File: config.mk
export PLATFORM = sky130hd
export DESIGN_NAME = fetch_queue
export DESIGN_NICKNAME = d
export VERILOG_FILES = /design/src/rtl/fetch_queue_pkg.sv /design/src/rtl/fq_predecode.sv /design/src/rtl/fetch_queue.sv
export SDC_FILE = /design/constraint.sdc
export NUM_CORES = 1
export LEC_CHECK = 0
export ABC_AREA = 1
export CAP_MARGIN = 5
export CORE_ASPECT_RATIO = 1.1
export CORE_MARGIN = 10
export CORE_UTILIZATION = 60
export CTS_CLUSTER_SIZE = 28
export DETAILED_ROUTE_END_ITERATION = 8
export PLACE_DENSITY = 0.84
export SLEW_MARGIN = 5
export SYNTH_ARGS = -nofsm -noshare
export SYNTH_HDL_FRONTEND = slang
export SYNTH_SLANG_ARGS = --single-unit
File: constraint.sdc
create_clock -name clk -period 4.2 [get_ports clk]
set_clock_uncertainty 0.1 [all_clocks]
set_input_delay 0.42 -clock clk [delete_from_list [all_inputs] [get_ports clk]]
set_output_delay 0.42 -clock clk [all_outputs]
set_load 0.05 [all_outputs]
File: src/rtl/fetch_queue_pkg.sv
// fetch_queue_pkg: shared opcodes, FSM states and queue entry layout for fetch_queue
package fetch_queue_pkg;
    localparam logic [6:0] OP     = 7'b0110011;
    localparam logic [6:0] OP_IMM = 7'b0010011;
    localparam logic [6:0] LOAD   = 7'b0000011;
    localparam logic [6:0] STORE  = 7'b0100011;
    localparam logic [6:0] BRANCH = 7'b1100011;
    localparam logic [6:0] JAL    = 7'b1101111;
    localparam logic [6:0] JALR   = 7'b1100111;
    localparam logic [6:0] LUI    = 7'b0110111;
    localparam logic [6:0] AUIPC  = 7'b0010111;
    localparam int PC_W = 32;
    typedef enum logic [1:0] {IDLE, WAIT, DROP} fq_state_t;
    typedef struct packed {
        logic [31:0]     instr;
        logic [PC_W-1:0] pc;
        logic [PC_W-1:0] pcp4;
        logic [4:0]      rs1;
        logic [4:0]      rs2;
        logic [4:0]      rd;
    } fq_entry_t;
endpackage

File: src/rtl/fq_predecode.sv
// fq_predecode: extracts register fields, zeroing those the opcode does not use
module fq_predecode
    import fetch_queue_pkg::*;
(
    input  logic [31:0] instr,
    output logic [4:0]  rs1,
    output logic [4:0]  rs2,
    output logic [4:0]  rd
);
    logic [6:0] opc;
    logic       unused_bits;
    assign opc = instr[6:0];
    assign unused_bits = ^{instr[31:25], instr[14:12]};
    // field extraction with per-format masking
    always_comb begin
        rs1 = (opc == LUI || opc == AUIPC || opc == JAL) ? 5'd0 : instr[19:15];
        rs2 = (opc == OP_IMM || opc == LOAD || opc == JALR || opc == LUI || opc == AUIPC || opc == JAL) ? 5'd0 : instr[24:20];
        rd  = (opc == STORE || opc == BRANCH) ? 5'd0 : instr[11:7];
    end
endmodule

File: src/rtl/fetch_queue.sv
// fetch_queue: PC owner, single-outstanding fetch FSM and DEPTH-entry instruction FIFO (optional FETCH_QUEUE_PREDECODE_EN)
module fetch_queue
    import fetch_queue_pkg::*;
#(
    parameter int               DEPTH    = 4,
    parameter int               XLEN     = 32,
    parameter logic [XLEN-1:0]  RESET_PC = '0
) (
    input  logic                   clk,
    input  logic                   rst,
    output logic [XLEN-1:0]        iaddr,
    output logic                   ireq,
    input  logic                   iready_n,
    input  logic [31:0]            idata,
    input  logic                   redirect_en,
    input  logic [XLEN-1:0]        redirect_pc,
    input  logic                   keep,
    output logic                   deq_valid,
    input  logic                   deq_ready,
    output logic [31:0]            deq_instr,
    output logic [XLEN-1:0]        deq_pc,
    output logic [XLEN-1:0]        deq_pcp4,
    output logic [4:0]             deq_rs1,
    output logic [4:0]             deq_rs2,
    output logic [4:0]             deq_rd,
    output logic [$clog2(DEPTH):0] count
);
    localparam int AW = $clog2(DEPTH);
    localparam int CW = AW + 1;

    fq_state_t       state, state_d;
    logic [XLEN-1:0] iaddr_d, redir_pc_q, redir_pc_d, tgt;
    logic [AW-1:0]   wptr, rptr;
    logic            resp, wr, rd, space;
    logic [4:0]      pd_rs1, pd_rs2, pd_rd;
    logic            unused_ok;
    fq_entry_t       mem [DEPTH];
    fq_entry_t       wentry, head;

    assign tgt       = {redirect_pc[XLEN-1:2], 2'b00};
    assign unused_ok = ^redirect_pc[1:0];
    assign resp      = state != IDLE && !iready_n;
    assign wr        = state == WAIT && !iready_n && !redirect_en;
    assign rd        = deq_valid && deq_ready && !keep && !redirect_en;
    assign space     = ({1'b0, count} + (CW+1)'(wr) - (CW+1)'(rd)) < (CW+1)'(DEPTH);

`ifdef FETCH_QUEUE_PREDECODE_EN
    fq_predecode u_predecode (.instr(idata), .rs1(pd_rs1), .rs2(pd_rs2), .rd(pd_rd));
`else
    assign {pd_rs1, pd_rs2, pd_rd} = '0;
`endif

    // entry written at the tail on an accepted response
    always_comb begin
        wentry = '{instr: idata, pc: PC_W'(iaddr), pcp4: PC_W'(iaddr + XLEN'(4)),
                   rs1: pd_rs1, rs2: pd_rs2, rd: pd_rd};
    end

    // fetch FSM state, fetch address and latched redirect target
    always_ff @(posedge clk or negedge rst) begin
        if (!rst) begin
            state      <= IDLE;
            iaddr      <= RESET_PC;
            redir_pc_q <= '0;
        end else begin
            state      <= state_d;
            iaddr      <= iaddr_d;
            redir_pc_q <= redir_pc_d;
        end
    end

    // next-state: issue when room remains, drop responses stranded by a redirect
    always_comb begin
        state_d    = state;
        iaddr_d    = iaddr;
        redir_pc_d = redir_pc_q;
        case (state)
            IDLE: begin
                if (redirect_en) iaddr_d = tgt;
                else if (space)  state_d = WAIT;
            end
            WAIT: begin
                if (redirect_en && resp) begin
                    state_d = IDLE;
                    iaddr_d = tgt;
                end else if (redirect_en) begin
                    state_d    = DROP;
                    redir_pc_d = tgt;
                end else if (resp) begin
                    state_d = space ? WAIT : IDLE;
                    iaddr_d = iaddr + XLEN'(4);
                end
            end
            DROP: begin
                if (resp) begin
                    state_d = IDLE;
                    iaddr_d = redirect_en ? tgt : redir_pc_q;
                end else if (redirect_en) begin
                    redir_pc_d = tgt;
                end
            end
            default: state_d = IDLE;
        endcase
    end

    // bus request and head-valid flags
    always_comb begin
        ireq      = state != IDLE;
        deq_valid = count != '0;
    end

    // queue pointers and occupancy; a redirect empties the queue
    always_ff @(posedge clk or negedge rst) begin
        if (!rst) begin
            wptr  <= '0;
            rptr  <= '0;
            count <= '0;
        end else if (redirect_en) begin
            wptr  <= '0;
            rptr  <= '0;
            count <= '0;
        end else begin
            wptr  <= wptr + AW'(wr);
            rptr  <= rptr + AW'(rd);
            count <= count + CW'(wr) - CW'(rd);
        end
    end

    // entry storage, cleared on reset so head outputs start at zero
    always_ff @(posedge clk or negedge rst) begin
        if (!rst) begin
            for (int i = 0; i < DEPTH; i++) mem[i] <= '0;
        end else if (wr) begin
            mem[wptr] <= wentry;
        end
    end

    assign head      = mem[rptr];
    assign deq_instr = head.instr;
    assign deq_pc    = XLEN'(head.pc);
    assign deq_pcp4  = XLEN'(head.pcp4);
    assign deq_rs1   = head.rs1;
    assign deq_rs2   = head.rs2;
    assign deq_rd    = head.rd;
endmodule

-- Word-level counts from Yosys, hierarchy flattened
Cells that the tools add are included.
- bits in registers: 517
- output and inout bits: 148
- logic and storage cells: 100
- order comparisons: 4
- bitwise gates (word level): 2
- mux-type cells: 27
- $add $sub $neg: 7
- reduce and logical (&&, ||, !) cells: 19
- eq/ne operators: 11
- operators with widths (cell ; count):
    444-bit bitwise mux ; 1
    111-bit 2-to-1 mux ; 3
    32-bit 2-to-1 mux ; 8
    111-bit binary-select mux with 2-bit select ; 1
    111-bit demux with 2-bit select ; 1
    32-bit one-hot mux with 3 select lines ; 1
    32-bit one-hot mux with 2 select lines ; 1
    32-bit by 3-bit adder with 32-bit output, second input constant ; 1
    2-bit 2-to-1 mux ; 8
    2-bit != test, second input constant ; 6
    1-bit logical AND ; 8
    3-bit >= comparator, second input constant ; 2
    3-bit by 2-bit != test with 1-bit output, second input constant ; 2
    2-bit inverter with 3-bit output ; 2
    2-bit one-hot mux with 3 select lines ; 1
    3-bit nonzero test ; 2
    5-bit AND reduction ; 1
    2-bit by 1-bit adder with 2-bit output ; 2
    3-bit by 1-bit adder with 4-bit output ; 1
    4-bit by 3-bit less-than comparator with 1-bit output, second input constant ; 1
    4-bit by 3-bit != test with 1-bit output, second input constant ; 1
    4-bit AND reduction ; 1
    2-bit nonzero test ; 2
    4-bit by 1-bit subtractor with 4-bit output ; 1
    other kinds (10) ; 12

-- Logic depth before layout (Yosys ltp)
- word-level depth: 11
- mapped depth: 17
- gate-level depth less buffers: 16

-- Least setup slack after synthesis
Ideal clock, no wire load.
- kind: register to output
- start point: register rptr[0]
- end point: output deq_pcp4[0]
- setup slack: 1.337 ns
- arrival time: 2.343 ns
- stages on the path, launching flop included: 9
- cell sequence: dfrtp_1 buf_2 buf_2 clkinv_1 buf_2 buf_2 nor2_1 o22ai_1 buf_4
- longest elaborated chain between the ends: 4
- ends and longest elaborated chain (what ; RTL line ; RTL):
    from (decl) ; fetch_queue.sv:33 ; logic [AW-1:0] wptr, rptr;
    from (signal assigned) ; fetch_queue.sv:124 ; rptr <= rptr + AW'(rd);
    2-bit inverter with 3-bit output (implied by the code) ; fetch_queue.sv:138 ; assign head = mem[rptr];
    111-bit binary-select mux with 2-bit select ; fetch_queue.sv:138 ;
    111-bit 2-to-1 mux (implied by the code) (2 in series) ; fetch_queue.sv:138 ;
    to (decl) ; fetch_queue.sv:22 ; output logic [XLEN-1:0] deq_pcp4,
No other way between the ends. The select of a mux whose other input is x is not followed.

-- Final worst setup path
- start point: register rptr[0]
- end point: output deq_pc[2]
- longest elaborated chain between the ends: 4
- ends and longest elaborated chain (what ; RTL line ; RTL):
    2-bit inverter with 3-bit output (implied by the code) ; fetch_queue.sv:138 ;
    111-bit binary-select mux with 2-bit select ; fetch_queue.sv:138 ;
    111-bit 2-to-1 mux (implied by the code) (2 in series) ; fetch_queue.sv:138 ;
    to (decl) ; fetch_queue.sv:21 ; output logic [XLEN-1:0] deq_pc,
No other way between the ends. The select of a mux whose other input is x is not followed.

==> results.toml <==
[worst_hold_path]
min-delay-start = "redirect_en"
hold_path.class = "primary input to flip-flop"
whs_path_depth = 2
holdPathEnd = "count[2]$_DFF_PN0_"

[clock_tree]
cts_buffer_depth = 3
clkLatencyLatePin_ns = 0.57
htree_levels = 2
clockRootBuffer = "clkbuf_16"
numCtsBuffers = 45
cts.sinks = 449
ctsResizeCount = 0
clkTransAtPathRegs_ns = 0.06
cts_tree = "yes"

[worst_setup_path]
timing.rr.start = "state[1]$_DFFE_PN0P_"
criticalPathCategory = "flip-flop to output pin"
r2r_slack_ns = 1.01
r2r-end = "state[0]$_DFFE_PN0P_"
critPathRequiredTime_ns = 3.68
end_kind = "output pin"
cp.arrival_ns = 3.31
worstPathMaxFanout = 67
cp-start-kind = "flip-flop"
reg2reg_depth = 16

[timing]
post-route-period-util_pct = 91.3
final-max-slew-violation-count = 0
rsz0062_at_grt = "no"
min_period_ns = 3.83
setup_violations = 0
slew-limit-headroom_pct = 21.9
max_freq_ghz = 0.261
worst_pin_slew_ns = 1.17
timing.final.hold_violations = 0
tns_ns = 0

[global_route]
antenna_found_initial = 0
grtUsageTotal_pct = 27.5
grt_overflow = 0
grt_max_degree = 149
grt_pass1_wl_um = 98600
grt_pass1_vias = 18500

[place]
hpwl_um = 39200
io_buffer_count = 200
place_area_um2 = 23300
gp_congestion = 0.953

[pwr]
ir_worst_vdd_v = 0.000785
power.density_nw_per_um2 = 751
totalPowerFinal_mw = 18.7
p_leak_nw = 11.8

[die]
die_area_um2 = 43800
start_util_pct = 60.9
die_w_um = 200
io_pins = 218
core_area_um2 = 35300
rows = 72
dieHeight_um = 219

[yosys]
netlist_area_um2 = 21500
syn_inst = 2696
seq_area_frac_synth_pct = 52.3
yosys_warnings = 0
synth_cell_types = 38
synth-seq-cells = 449
syn_avg_cell_area_um2 = 7.97

[detailed_routing]
drt-wirelength-per-cell_um = 18.6
vias = 19100
drtAntennaViolNets = 0
dr.pass1.iters = 6
vias_per_cell = 5.81
drt_iter0_drc = 2120
drc = 0
wl_um = 61200

[cells_and_area]
antenna_cells = 0
nets = 2852
drive_gt1_share_pct = 4.89
area_growth_pct = 15.9
layout_commonest_cell = "nand2_1"
final_cell_area_um2 = 24900
layout_common_cells = "nand2_1 (730), dfrtp_1 (447), o21ai_0 (432)"
final_util_pct = 70.5

[flow_run]
cap_violations = 0

[outcome]
outcome = "complete, no violations"
-- layout make-up --
cell class | instances | area [µm²]
clock buffers | 70 | 1420
clock inverters | 10 | 161
fillers | 2716 | 10400
inverters | 131 | 504
multi-input cells | 1907 | 8580
flip-flops and latches | 449 | 11200
well taps | 481 | 602
repair buffers | 236 | 2400
-- how the worst max path moves through the flow --
stage	start	endpoint	slack, ns	depth (start not counted)
3_3_place_gp	rptr[0]$_DFF_PN0_	deq_pc[2]	1.11	5
3_5_place_dp	rptr[0]$_DFF_PN0_	deq_pc[8]	1.06	5
5_1_grt	rptr[0]$_DFF_PN0_	deq_pc[2]	0.28	5
6_report	rptr[0]$_DFF_PN0_	deq_pc[2]	0.37	5
2_1_floorplan	rptr[0]$_DFF_PN0_	deq_pcp4[0]	1.34	8
4_1_cts	rptr[0]$_DFF_PN0_	deq_pc[8]	0.46	5
-- kinds of logic after synthesis --
logic type / after synthesis / synth area share [%]
buf+inv: 354 / 8.14
fa+ha+maj: 12 / 0.733
flops: 449 / 52.3
compound gates: 766 / 18.4
simple gates: 1109 / 20.2
other cells: 1 / 0.0174
xor+xnor: 3 / 0.122
mux: 2 / 0.0931
-- worst max-delay path, stage by stage, from the launching register on --
cell and delay, ns:
dfrtp_4 0.70, inv_4 0.26, buf_12 0.29, o21ai_0 0.14, o22ai_1 0.36, clkdlybuf4s50_1 0.90
-- synth_stat cells (all sizes together) --
| library cell | instances | share of area, % |
|---|---|---|
| nand2 | 733 | 13 |
| o21ai | 637 | 15 |
| dfrtp | 449 | 52 |
| nor2 | 304 | 5.5 |
| buf | 134 | 4.3 |
| inv | 130 | 2.3 |
| o22ai | 95 | 2.8 |
| clkbuf | 89 | 1.6 |
| nand3 | 56 | 1.4 |
| a21oi | 32 | 0.74 |
| ha | 11 | 0.64 |
| nor3 | 9 | 0.31 |
| mux2i | 2 | 0.093 |
| nand3b | 2 | 0.070 |
| nand4 | 2 | 0.058 |
| or2 | 2 | 0.058 |
| xor2 | 2 | 0.082 |
| a21o | 1 | 0.035 |
| a22oi | 1 | 0.035 |
| and2 | 1 | 0.029 |
| clkinv | 1 | 0.017 |
| conb | 1 | 0.017 |
| fa | 1 | 0.093 |
| xnor2 | 1 | 0.041 |
-- per-layer routing --
metal	part of all wire (%)	up-vias	wire length, µm	GRT usage, %
met3	8.7	145	5350	5.78
met1	40	9103	24700	35.9
met2	47	889	28700	44.0
met5	0	-	0	0
li1	-	8932	-	-
met4	4.0	0	2470	11.5
-- metrics by stage --
step           setup slack (ns)  hold slack, ns  std cells
2_1_floorplan              1.34          0.0244       2710
3_3_place_gp               1.11           0.352       3203
3_5_place_dp               1.06           0.362       3203
4_1_cts                   0.456           0.186       3284
5_1_grt                   0.277           0.235       3284
6_report                  0.367           0.219       3284
-- flip-flops by register name (all words and copies together), names as in the netlist --
name	flops
wptr	2
state	2
rptr	2
mem	376
iaddr	32
count	3
redir_pc_q	32
-- report_power, final --
part / switching (mW) / leakage [nW] / internal [mW]
clock network: 1.68 / 0.786 / 2.56
logic: 5.74 / 5.05 / 2.45
registers: 0.818 / 5.94 / 5.46
-- timing repair --
| item | in CTS | in global routing |
|---|---|---|
| endpoints found under the hold margin | 103 | 0 |
| hold buffers | 1 | 0 |
| setup endpoints to repair | 0 | 0 |
| buffers inserted | 0 | 0 |
Power figures use the tool's default switching activity.
